File: src/rtl/axi_ram_wr_ctrl.sv
// AXI4 write-side controller: turns one AW/W burst at a time into single-beat RAM writes plus one B response.
// Optional build macro AXI_RAM_WR_4K_CHK_EN rejects INCR bursts that cross a 4 KB boundary.
module axi_ram_wr_ctrl #(
   parameter int ADDR_W = 16,
   parameter int DATA_W = 32,
   parameter int ID_W   = 4
) (
   input  logic                              aclk,
   input  logic                              aresetn,
   input  logic                              aw_valid,
   output logic                              aw_ready,
   input  logic [ID_W-1:0]                   aw_id,
   input  logic [ADDR_W-1:0]                 aw_addr,
   input  logic [7:0]                        aw_len,
   input  logic [2:0]                        aw_size,
   input  logic [1:0]                        aw_burst,
   input  logic                              w_valid,
   output logic                              w_ready,
   input  logic [DATA_W-1:0]                 w_data,
   input  logic [DATA_W/8-1:0]               w_strb,
   input  logic                              w_last,
   output logic                              b_valid,
   input  logic                              b_ready,
   output logic [ID_W-1:0]                   b_id,
   output logic [1:0]                        b_resp,
   output logic                              ram_we,
   output logic [ADDR_W-$clog2(DATA_W/8)-1:0] ram_addr,
   output logic [DATA_W-1:0]                 ram_wdata,
   output logic [DATA_W/8-1:0]               ram_wstrb
);
   localparam int BYTES = DATA_W / 8;
   localparam int LSB   = $clog2(BYTES);
   localparam int WA_W  = ADDR_W - LSB;

   typedef enum logic [1:0] {IDLE, DATA, RESP} state_t;

   state_t            state_q, state_d;
   logic [ADDR_W-1:0] addr_q, addr_d;
   logic [7:0]        len_q, len_d;
   logic [1:0]        burst_q, burst_d;
   logic [ID_W-1:0]   id_q, id_d;
   logic [8:0]        cnt_q, cnt_d;
   logic              err_q, err_d;
   logic              run_q;
   logic              ram_we_q, ram_we_d;
   logic [WA_W-1:0]   ram_addr_q, ram_addr_d;
   logic [DATA_W-1:0] ram_wdata_q, ram_wdata_d;
   logic [BYTES-1:0]  ram_wstrb_q, ram_wstrb_d;
   logic [ID_W-1:0]   b_id_q, b_id_d;
   logic [1:0]        b_resp_q, b_resp_d;

   logic              aw_hs, w_hs, last_beat, wlast_bad, cross4k;
   logic [ADDR_W-1:0] aw_aligned;

   function automatic logic [ADDR_W-1:0] next_addr(input logic [ADDR_W-1:0] a,
                                                   input logic [7:0] len,
                                                   input logic [1:0] burst);
      logic [ADDR_W-1:0] m;
      m = ADDR_W'(((32'(len) + 32'd1) << LSB) - 32'd1);
      case (burst)
         2'b01:   next_addr = a + ADDR_W'(BYTES);
         2'b10:   next_addr = (a & ~m) | ((a + ADDR_W'(BYTES)) & m);
         default: next_addr = a;
      endcase
   endfunction

   function automatic logic burst_err(input logic [7:0] len, input logic [2:0] size,
                                      input logic [1:0] burst);
      logic e;
      e = (size != 3'(LSB)) || (burst == 2'b11);
      if (burst == 2'b10 && !(len == 8'd1 || len == 8'd3 || len == 8'd7 || len == 8'd15))
         e = 1'b1;
      burst_err = e;
   endfunction

   assign aw_aligned = aw_addr & ~ADDR_W'(BYTES - 1);
   assign aw_hs      = aw_valid & aw_ready;
   assign w_hs       = w_valid & w_ready;
   assign last_beat  = (cnt_q == {1'b0, len_q});
   assign wlast_bad  = (w_last != last_beat);

`ifdef AXI_RAM_WR_4K_CHK_EN
   assign cross4k = (aw_burst == 2'b01) &&
                    (((32'(aw_aligned) & 32'hFFF) + ((32'(aw_len) + 32'd1) << LSB)) > 32'h1000);
`else
   assign cross4k = 1'b0;
`endif

   always_ff @(posedge aclk) begin
      if (!aresetn) begin
         state_q     <= IDLE;
         cnt_q       <= '0;
         err_q       <= 1'b0;
         run_q       <= 1'b0;
         ram_we_q    <= 1'b0;
         ram_addr_q  <= '0;
         ram_wdata_q <= '0;
         ram_wstrb_q <= '0;
         b_id_q      <= '0;
         b_resp_q    <= '0;
      end else begin
         state_q     <= state_d;
         cnt_q       <= cnt_d;
         err_q       <= err_d;
         run_q       <= 1'b1;
         ram_we_q    <= ram_we_d;
         ram_addr_q  <= ram_addr_d;
         ram_wdata_q <= ram_wdata_d;
         ram_wstrb_q <= ram_wstrb_d;
         b_id_q      <= b_id_d;
         b_resp_q    <= b_resp_d;
      end
   end

   // Burst context only matters once AW is accepted, so it carries no reset.
   always_ff @(posedge aclk) begin
      addr_q  <= addr_d;
      len_q   <= len_d;
      burst_q <= burst_d;
      id_q    <= id_d;
   end

   always_comb begin
      state_d = state_q;
      case (state_q)
         IDLE:    if (aw_hs) state_d = DATA;
         DATA:    if (w_hs && last_beat) state_d = RESP;
         RESP:    if (b_ready) state_d = IDLE;
         default: state_d = IDLE;
      endcase
   end

   always_comb begin
      addr_d      = addr_q;
      len_d       = len_q;
      burst_d     = burst_q;
      id_d        = id_q;
      cnt_d       = cnt_q;
      err_d       = err_q;
      ram_we_d    = 1'b0;
      ram_addr_d  = ram_addr_q;
      ram_wdata_d = ram_wdata_q;
      ram_wstrb_d = ram_wstrb_q;
      b_id_d      = b_id_q;
      b_resp_d    = b_resp_q;
      if (aw_hs) begin
         addr_d  = aw_aligned;
         len_d   = aw_len;
         burst_d = aw_burst;
         id_d    = aw_id;
         cnt_d   = '0;
         err_d   = burst_err(aw_len, aw_size, aw_burst) | cross4k;
      end
      if (w_hs) begin
         // A misplaced w_last poisons this beat and every later one of the burst.
         ram_we_d    = ~err_q & ~wlast_bad;
         ram_addr_d  = addr_q[ADDR_W-1:LSB];
         ram_wdata_d = w_data;
         ram_wstrb_d = w_strb;
         addr_d      = next_addr(addr_q, len_q, burst_q);
         cnt_d       = cnt_q + 9'd1;
         err_d       = err_q | wlast_bad;
         if (last_beat) begin
            b_id_d   = id_q;
            b_resp_d = (err_q | wlast_bad) ? 2'b10 : 2'b00;
         end
      end
   end

   always_comb begin
      aw_ready  = aresetn & run_q & (state_q == IDLE);
      w_ready   = aresetn & (state_q == DATA);
      b_valid   = aresetn & (state_q == RESP);
      b_id      = b_id_q & {ID_W{aresetn}};
      b_resp    = b_resp_q & {2{aresetn}};
      ram_we    = ram_we_q & aresetn;
      ram_addr  = ram_addr_q & {WA_W{aresetn}};
      ram_wdata = ram_wdata_q & {DATA_W{aresetn}};
      ram_wstrb = ram_wstrb_q & {BYTES{aresetn}};
   end

endmodule
File: config.mk
export PLATFORM = sky130hd
export DESIGN_NAME = axi_ram_wr_ctrl
export DESIGN_NICKNAME = d
export VERILOG_FILES = /design/src/rtl/axi_ram_wr_ctrl.sv
export SDC_FILE = /design/constraint.sdc
export NUM_CORES = 1
export LEC_CHECK = 0
export ABC_AREA = 0
export BUFFER_PORTS_ARGS = -buffer_cell sky130_fd_sc_hd__buf_2
export CAP_MARGIN = 20
export CORE_ASPECT_RATIO = 0.7
export CORE_UTILIZATION = 35
export CTS_CLUSTER_SIZE = 10
export DETAILED_ROUTE_END_ITERATION = 7
export GPL_ROUTABILITY_DRIVEN = 0
export REMOVE_ABC_BUFFERS = 1
export SYNTH_ARGS = -nofsm -noshare
export SYNTH_HDL_FRONTEND = slang
export SYNTH_SLANG_ARGS = --single-unit
export TNS_END_PERCENT = 30
File: constraint.sdc
create_clock -name aclk -period 2.3 [get_ports aclk]
set_input_delay 0.23 -clock aclk [delete_from_list [all_inputs] [get_ports aclk]]
set_output_delay 0.23 -clock aclk [all_outputs]
set_load 0.005 [all_outputs]
Word-level counts from Yosys, hierarchy flattened
Index checks and enable logic that the tools add are counted.
- $add $sub $neg: 4
- eq/ne operators: 17
- mux-type cells: 14
- bitwise gates (word level): 20
- reduce and logical (&&, ||, !) cells: 13
- operators by type and width (cell ; number):
    $and A16 B16 Y16 ; 2
    $and A32 B32 Y32 ; 1
    $mux W16 ; 2
    $pmux W16 S2 ; 1
    $mux W9 ; 2
    $add A16 B3 Y16 const B ; 1
    $not A16 Y16 ; 1
    $or A16 B16 Y16 ; 1
    $and A14 B14 Y14 ; 1
    $sub A11 B1 Y12 const B ; 1
    $add A8 B1 Y9 const B ; 1
    $add A9 B1 Y9 const B ; 1
    $eq A9 B8 Y1 ; 1
    $and A1 B1 Y1 ; 8
    $and A4 B4 Y4 ; 2
    $eq A2 B2 Y1 const B ; 4
    $eq A8 B1 Y1 const B ; 1
    $eq A8 B2 Y1 const B ; 1
    $eq A8 B3 Y1 const B ; 1
    $eq A8 B4 Y1 const B ; 1
    $mux W2 ; 4
    $ne A2 B2 Y1 const B ; 3
    $pmux W2 S3 ; 1
    $reduce_and A2 Y1 ; 3
    14 further kinds ; 23
- bits in registers: 100
- bits of input ports: 75
- logic and storage cells: 82

Depth between registers and ports, before layout
Gate-level depths: netlist of run 1.
- depth after elaboration: 9
- depth in mapped cells: 6
- mapped depth without buffers: 6

Worst setup path before layout of run 1
No wires, ideal clock.
- kind: reg-to-reg
- start point: register len_q[1]
- end point: register (tool-made name)
- setup time: 339 ps
- arrival: 1931 ps
- path slack: 30 ps
- cell stages (with the launch flop): 7
- period minus slack after synthesis: 2270 ps
- cells stage by stage: edfxtp_1 -> ha_1 -> or3_1 -> a21o_1 -> a211oi_2 -> a21oi_1 -> nor2_1
- RTL lines (element ; line ; text):
    from (decl) ; 39 ; logic [7:0] len_q, len_d;
    from (signal assigned) ; 118 ; len_q <= len_d;

==> results of run 1 <==
## through the flow
| step | cell area (µm²) | utilization, % | worst slack, ps | setup TNS, ps |
|---|---|---|---|---|
| finish | 5779 | 45.90 | 49.55 | 0 |
| global route | 5779 | 45.90 | -17.22 | -17.22 |
| CTS | 5762 | 45.76 | 54.00 | 0 |
| detailed placement | 5449 | 43.27 | 70.85 | 0 |
| global placement | 5449 | 43.27 | 58.42 | 0 |
| floorplan | 4449 | - | -1069 | -29300 |
## metal layers
metal	vias to the layer above	global-route usage [%]	routed length (µm)	share of wire (%)
met3	5	4.584	578	5.2
met4	0	3.419	55	0.50
li1	2022	-	-	-
met5	-	0	0	0
met1	1774	23.59	5788	52
met2	109	24.33	4611	42
## kinds of logic after synthesis
kind of cell / synth area share [%]
multiplexers: 1.202
buffers and inverters: 3.169
AO/OA/AOI/OAI: 8.989
AND/OR/NAND/NOR: 30.90
other: 0.08189
XOR/XNOR: 6.312
adder cells (fa/ha/maj): 0.8198
flip-flops: 48.52
## where the power goes
part | switching [mW] | internal [mW]
sequential | 0.0215 | 1.80
clock | 0.701 | 0.868
combinational | 0.129 | 0.115
total | 0.852 | 2.78
## repair_timing
item | in CTS | in global routing
gates resized for setup | 0 | 4
setup buffers | 0 | 0
endpoints found under the setup margin | 0 | 14
## Yosys cell counts (2+ instances only)
library cell | number | share of area, %
nor2b_1 | 2 | 0.27
edfxtp_1 | 28 | 18
dfxtp_1 | 69 | 30
clkbuf_1 | 22 | 1.8
nand4_1 | 8 | 1.1
inv_1 | 4 | 0.33
xnor2_1 | 7 | 1.3
mux2_2 | 4 | 0.98
buf_2 | 2 | 0.22
buf_1 | 2 | 0.16
nand3b_1 | 4 | 0.66
a21oi_1 | 10 | 1.1
a211oi_1 | 6 | 0.98
o21a_1 | 5 | 0.82
and2_1 | 58 | 7.9
and3_1 | 2 | 0.27
or2_2 | 3 | 0.41
nor4_1 | 2 | 0.27
o21ai_0 | 13 | 1.4
nor2_1 | 28 | 2.3
a31oi_1 | 2 | 0.27
buf_6 | 2 | 0.49
and4_1 | 3 | 0.57
o31ai_1 | 2 | 0.33
or3_1 | 4 | 0.55
nand2_1 | 170 | 14
a221oi_1 | 2 | 0.38
nand3_1 | 9 | 0.98
a21boi_0 | 6 | 0.98
ha_1 | 3 | 0.82
o211ai_1 | 2 | 0.33
xor2_1 | 26 | 5.0
a211oi_2 | 2 | 0.55
nor3_1 | 3 | 0.33
## cell type report
| type | instances | area [µm²] |
|---|---|---|
| clock buffers | 9 | 225.2 |
| flip-flops and latches | 97 | 2222 |
| well taps | 162 | 202.7 |
| inverters | 4 | 15.01 |
| clock inverters | 7 | 87.58 |
| fillers | 1276 | 6813 |
| repair buffers | 148 | 795.8 |
| multi-input cells | 404 | 2231 |
## worst reg2reg max path, stage by stage, from the launching register on
cell and delay [ps]:
edfxtp_1 390, buf_4 180, and3_4 190, or3_1 400, a211o_1 290, o41a_1 410, nor2_1 110
## how the worst max path moves through the flow
stage                     to  slack [ps]               startpoint  cells past startpoint
finish              register          50       len_q[0]$_DFFE_PP_                      6
global route        register         -20       len_q[1]$_DFFE_PP_                      6
CTS                 register          50       len_q[0]$_DFFE_PP_                      6
floorplan           register       -1070  state_q[1]$_SDFFE_PN0P_                      4
detailed placement  register          70       len_q[0]$_DFFE_PP_                      6
global placement    register          60       len_q[0]$_DFFE_PP_                      6
==> run metrics, run 1 <==
outcome finished, violations left; violated checks DRC; Global Route Usage Sum 16.38%; Die Y a little under 100 µm; area of the die 13550 µm²; Wirelength per Cell ~13 µm; DRT Pass-1 Iters 7; crit path DAT roughly 2300 ps; first-pass GRT wire length about 18 mm; CTS Hold Buffers Added 0; Hold Path Sink id_q[0]$_DFFE_PP_; Syn Inst Count 534; Initial Utilization roughly 36%; RSZ-0062 raised after global routing true; Die W 138.7 µm; Hold WC Path Type input port to register; PortBufs 131; min Tclk post-route 2250 ps; vias in the first global route 3726; pwr dens 628.9 nW/µm²; LEAKAGE 2.731 nW; Post-Layout Cell Count roughly 830; Worst Skew roughly 8 ps; core box area 12590 µm²; Root Buffer clkbuf_16; sequential area share after synthesis about half; Routed WL 11.03 mm; commonest cells after routing, fill and taps aside nand2_1, buf_2, dfxtp_1; final number of max-transition violations 0; DRT iter0 DRCs about 190; post-synth cell types 53; worst path bufs/invs 1; Post-DRT Antenna Nets 0; internal reg-to-reg setup slack 50 ps; CTS max path bufs 2; H-tree depth 3; Max-Cap Viols 0; number of synthesized flops with an enable pin 28; worst endpoint required time about 2400 ps; Worst path max stage delay between 400 and 500 ps; async set-reset flop share out of synthesis 0%; Critical Path Sink Type register; Net count, final 742; fraction of layout cells with a size suffix above 1 27.20%; dpl cells 815; Hold WS about 55 ps; via count between 3000 and 4000; Worst Hold Depth 1; crit-path leading delay family simple AND/OR/NAND/NOR gates; crit path cell chain buf_4 -> and3_4 -> or3_1 -> a211o_1 -> o41a_1 -> nor2_1; final setup vio count 0; TritonCTS clock tree done; most common cell after layout, fill and taps aside nand2_1; Mean Syn Cell Area 8.576 µm²; CTS sink count between 90 and 100; clk_lat worst skew 340 ps; largest net degree at the start of global routing 56; CTS clk-pin slew, worst paths 70 ps; area delta synth->final 26.20%; worst ir drop on vdd 0.3537 mV; Crit Path Max Fanout 7; FP Rows 34; mapped cell area around 4600 µm²; # DRC 10; GR Overflow Total 0; Top Ports 135; routed vias/inst 4.705; Slowest-stage cell, CP o41a_1; Primary FF master, synth dfxtp_1; YS warnings 0; R2R Path Start len_q[0]$_DFFE_PP_; HP Start aw_id[0]; Period Utilization, post-route 97.85%; Total Power 3.634 mW; #FFs+latches synth 97; Hold Fails Final Rpt 0; number of cells on the worst reg-to-reg path 6; top achievable clock speed 444.4 MHz; Setup Crit Path Kind register to register; CTS buffer count 9; Setup crit start kind register; hpwl dp 7.868 mm; Diodes inserted 0; initial antenna violation count 1
Power figures use the tool's default switching activity.
==> run 2, diff against run 1 <==
--- a/config.mk
+++ b/config.mk
@@ -8,7 +8,8 @@
 export ABC_AREA = 0
 export BUFFER_PORTS_ARGS = -buffer_cell sky130_fd_sc_hd__buf_2
 export CAP_MARGIN = 20
-export CORE_ASPECT_RATIO = 0.7
+export CORE_ASPECT_RATIO = 1.1
+export CORE_MARGIN = 5
 export CORE_UTILIZATION = 35
 export CTS_CLUSTER_SIZE = 10
 export DETAILED_ROUTE_END_ITERATION = 7
==> constraint.sdc (replaced) <==
create_clock -name aclk -period 2.3 [get_ports aclk]
set_input_delay 0.23 -clock aclk [delete_from_list [all_inputs] [get_ports aclk]]
set_output_delay 0.23 -clock aclk [all_outputs]
set_load 0.05 [all_outputs]
==> run 2 against run 1 <==
  * The run now ends clean
  * Maximum frequency rose by 0.59%
  * Power rose by 2.7%
  * Final area fell by 0.17%
  * Hold slack improved by 1.7 ps
  * Clock skew barely moved
  * Sequential share of layout area rose by 0.067 points
  * Critical path type unchanged
  * Highest routed layer unchanged
==> run metrics, run 2 (synthesized netlist as in run 1, its figures left out) <==
met1 Use GR 17.99%; crit path DAT 2290 ps; Hold Path Sink id_q[0]$_DFFE_PP_; Die Y 130.0 µm; GR Overflow Total 0; Die W 119.1 µm; H-tree depth 3; Crit Path Max Fanout 3; CTS sink count 97; largest net degree at the start of global routing 45; area of the multi-input gates about 2200 µm²; Setup Crit Path Kind register to register; Hold WC Path Type input port to register; outcome completed; internal reg-to-reg setup slack ~63 ps; hpwl dp 8.259 mm; Period Utilization, post-route 97.27%; worst endpoint required time 2360 ps; Worst Hold Depth 1; Hold Fails Final Rpt 0; Root Buffer clkbuf_16; Critical Path Sink Type register; fraction of layout cells with a size suffix above 1 a little over a quarter; PortBufs 131; Top Ports ~140; GR peak layer met2; area delta synth->final 25.98%; Max-Cap Viols 0; Hold WS 57.01 ps; core box area ~13000 µm²; Setup crit start kind register; CTS max path bufs 2; LEAKAGE 2.733 nW; Global Route Usage Sum 14.30%; worst ir drop on vdd just under 0.5 mV; DRT Pass-1 Iters 4; Total Power 3.732 mW; FP Rows 43; initial antenna violation count 2; fillers 1277; Worst Skew between 8 and 9 ps; post-CTS setup buffer count 0; area of the die 15470 µm²; most common cell after layout, fill and taps aside nand2_1; CTS clk-pin slew, worst paths around 60 ps; DRT iter0 DRCs approximately 140; Slew @ Worst Pin between 500 and 600 ps; HP Start aw_id[0]; clk_lat worst skew between 300 and 400 ps; final number of max-transition violations 0; # DRC 0; number of cells on the worst reg-to-reg path 6; met3 usage roughly 3.6%; final setup vio count 0; commonest cells after routing, fill and taps aside nand2_1, buf_2, dfxtp_1; Routed WL 11.18 mm; via count roughly 4000; top achievable clock speed 447.0 MHz; pwr dens about 650 nW/µm²; Sequential Area between 2000 and 2500 µm²; TritonCTS clock tree done; Slew HR 64.49%; Post-DRT Antenna Nets 0; vias in the first global route 3747; min Tclk post-route 2237 ps; met2 Usage GRT 22.95%; Wirelength per Cell 13.50 µm; Net count, final 742; R2R Path Start len_q[0]$_DFFE_PP_; routed vias/inst roughly 4.8; Initial Utilization 36.07%; first-pass GRT wire length 17.92 mm; RSZ-0062 raised after global routing true; CTS buffer count 9
[run 2: cell types whose count changed in the layout (fill, tap and decap cells not counted), moves of 2 or more]
cell        previous run  this run
clkinvlp_4             2         0
clkbuf_8               0         2
inv_8                  3         0
diode_2                0         2
[run 2: layout make-up]
cell class,count,area share [%]
multi-input combinational,404,38.52
tap,157,3.405
sequential,97,38.52
clock buffer,13,4.880
antenna,2,0.08675
timing repair buffer,148,13.58
clock inverter,3,0.7591
inverter,4,0.2602
[run 2: power breakdown]
part / internal (mW) / switching (mW)
clock network: 0.972 / 0.652
registers: 1.80 / 0.0203
logic: 0.115 / 0.172
total: 2.89 / 0.844
[run 2: worst max path at each step]
stage | start | endpoint | slack, ps | cells after the start
after floorplan | state_q[0]$_SDFFE_PN0P_ | b_id_q[0]$_SDFFE_PN0P_ | -1150 | 4
after global placement | len_q[0]$_DFFE_PP_ | register | 60 | 6
after CTS | len_q[0]$_DFFE_PP_ | register | 50 | 6
final | len_q[0]$_DFFE_PP_ | register | 60 | 6
after global routing | len_q[0]$_DFFE_PP_ | register | -50 | 8
after detailed placement | len_q[0]$_DFFE_PP_ | register | 70 | 6
[run 2: worst max-delay path, stage by stage, from the launching register on]
cell and delay [ps]:
edfxtp_1 390, ha_1 220, or3_1 300, a21o_1 200, a211o_1 300, o41a_1 410, nor2_1 120
[run 2: timing repair]
item,in CTS,in global routing
resized for setup,0,2
hold buffers,0,0
endpoints found under the setup margin,0,8
[run 2: per-stage QoR]
step | TNS (ps) | cells | setup WS [ps] | instance area [µm²] | utilization (%)
2_1_floorplan | -50550 | 505 | -1154 | 4449 | -
3_3_place_gp | 0 | 810 | 61.53 | 5430 | 42.77
3_5_place_dp | 0 | 810 | 66.62 | 5430 | 42.77
4_1_cts | 0 | 826 | 48.09 | 5756 | 45.33
5_1_grt | -56.44 | 828 | -45.71 | 5769 | 45.44
6_report | 0 | 828 | 62.68 | 5769 | 45.44
[run 2: per-layer routing]
| layer | part of all wire, % | vias to the layer above |
|---|---|---|
| li1 | - | 2040 |
| met1 | 46 | 1796 |
| met2 | 45 | 100 |
| met3 | 5.9 | 14 |
| met4 | 2.4 | 0 |
| met5 | 0 | - |
==> run 3, diff against run 2 <==
--- a/config.mk
+++ b/config.mk
@@ -14,7 +14,6 @@
 export CTS_CLUSTER_SIZE = 10
 export DETAILED_ROUTE_END_ITERATION = 7
 export GPL_ROUTABILITY_DRIVEN = 0
-export REMOVE_ABC_BUFFERS = 1
 export SYNTH_ARGS = -nofsm -noshare
 export SYNTH_HDL_FRONTEND = slang
 export SYNTH_SLANG_ARGS = --single-unit
==> run 3 against run 2 <==
  * Register-to-register slack is essentially flat
  * Sequential power hardly changed
  * Critical path depth is the same
  * First-iteration DRC count increased by 25%
  * Maximum frequency down 0.23%
  * Clock power decreased by 6%
  * Cell count is the same
  * Critical path type unchanged
  * Largest cell class is now multi-input combinational cells
==> run metrics, run 3 (synthesized netlist as in run 1, its figures left out) <==
dpl cells 811; Setup crit start kind register; Post-Layout Cell Count 828; first-pass GRT wire length around 18 mm; LEAKAGE 2.733 nW; HP Start aw_id[2]; Max-Cap Viols 0; Post-DRT Antenna Nets 0; fillers around 1300; internal reg-to-reg setup slack 60 ps; Worst Hold Depth 1; worst endpoint required time 2360 ps; crit path DAT approximately 2300 ps; Hold Path Sink id_q[2]$_DFFE_PP_; routed vias/inst 4.791; Top Ports roughly 140; TritonCTS clock tree done; commonest cells after routing, fill and taps aside nand2_1, buf_2, dfxtp_1; DRT iter0 DRCs between 150 and 200; crit-path leading delay family compound AO/OA/AOI/OAI gates; setup TNS 0 ps; CTS max path bufs 2; Slowest-stage cell, CP o41a_1; CTS sink count between 90 and 100; clk_lat worst skew 350 ps; hpwl dp 8.258 mm; top achievable clock speed between 400 and 500 MHz; Hold Fails Final Rpt 0; final setup vio count 0; pwr dens about 630 nW/µm²; RSZ-0062 raised after global routing true; DRT Pass-1 Iters 4; Comb pwr share 7.9%; Worst path max stage delay 440 ps; outcome completed; worst path bufs/invs 0; Routed WL 11.26 mm; H-tree depth 3; Initial Utilization 36.07%; switching power 0.8526 mW; Synth Net Count 612; crit path cell chain ha_2 -> or3_4 -> a21o_1 -> a211o_1 -> o41a_1 -> nor2_2; vias in the first global route 3849; fraction of layout cells with a size suffix above 1 between 20 and 30%; initial antenna violation count 0; R2R Path Start len_q[0]$_DFFE_PP_; Worst Skew 7.597 ps; Critical Path Sink Type register; setup ws final 57.61 ps; GR Overflow Total 0; Die W 119.1 µm; Global Route Usage Sum 14.42%; CTS clk-pin slew, worst paths 70 ps; via count 3967; most common cell after layout, fill and taps aside nand2_1; CTS buffer count 9; Place WS between 40 and 50 ps; largest net degree at the start of global routing 60; area delta synth->final 25.98%; Die Y 130.0 µm; Root Buffer clkbuf_16; Diodes inserted 0; Setup Crit Path Kind register to register; Hold WC Path Type input port to register; Crit Path Max Fanout 3; # DRC 0; Net count, final 744; Slew HR 61.77%; number of cells on the worst reg-to-reg path 6; sw frac between 20% and 30%; Wirelength per Cell 13.60 µm; Period Utilization, post-route 97.50%; Cell Int Power ~2.8 mW; core box area 12700 µm²; PortBufs approximately 130; Seq pwr share roughly 50%; FP Rows 43; Clock power frac 42.0%; min Tclk post-route 2242 ps; worst ir drop on vdd 0.2874 mV; Slew @ Worst Pin 568.1 ps; final number of max-transition violations 0; area of the die 15470 µm²
-- run 3: changes by cell type in the layout (fill, tap and decap cells not counted), moves of 2 or more --
cell,previous run,this run
buf_4,17,19
clkbuf_8,2,0
clkinv_4,0,2
diode_2,2,0
inv_4,0,2
-- run 3: routing by layer --
metal / vias up / routed length, µm / share of wire [%] / global-route usage (%)
met2: 95 / 5484 / 49 / 24.68
li1: 2035 / - / - / -
met1: 1819 / 4893 / 43 / 16.78
met3: 18 / 587 / 5.2 / 3.554
met4: 0 / 297 / 2.6 / 7.703
met5: - / 0 / 0 / 0
-- run 3: worst max path at each step --
stage | start | to | depth (start not counted) | slack, ps
2_1_floorplan | len_q[1]$_DFFE_PP_ | register | 6 | 30
3_3_place_gp | len_q[0]$_DFFE_PP_ | register | 6 | 70
3_5_place_dp | len_q[0]$_DFFE_PP_ | register | 6 | 50
4_1_cts | len_q[0]$_DFFE_PP_ | register | 6 | 40
5_1_grt | len_q[0]$_DFFE_PP_ | register | 6 | -30
6_report | len_q[0]$_DFFE_PP_ | register | 6 | 60
-- run 3: cell type report --
cell class	count	area [µm²]	area share, %
Clock inverter	4	30.03	0.5205
Timing Repair Buffer	150	798.3	13.84
Multi-Input combinational cell	404	2228	38.63
Inverter	4	15.01	0.2602
Clock buffer	12	279.0	4.836
Tap cell	157	196.4	3.405
Sequential cell	97	2222	38.52
-- run 3: metrics by stage --
step | power (mW) | utilization [%] | area (µm²) | hold slack, ps
6_report | 3.639 | 45.44 | 5769 | 53.32
5_1_grt | 3.787 | 45.44 | 5769 | 42.03
4_1_cts | 3.703 | 45.26 | 5747 | 32.24
3_5_place_dp | 2.149 | 42.83 | 5438 | 408.7
3_3_place_gp | 2.144 | 42.83 | 5438 | 406.8
2_1_floorplan | 2.029 | - | 4579 | 257.7
-- run 3: power by group through the flow --
stage               clock, mW  sequential (mW)  combinational [mW]
floorplan                   0             1.85               0.175
global placement            0             1.86               0.285
detailed placement          0             1.86               0.289
CTS                      1.59             1.82               0.290
global route             1.64             1.82               0.319
finish                   1.53             1.82               0.288
-- run 3: what timing repair did --
action | in CTS | in global routing
hold buffers | 0 | 0
setup buffers | 0 | 1
resized for setup | 0 | 4
endpoints found under the setup margin | 0 | 1
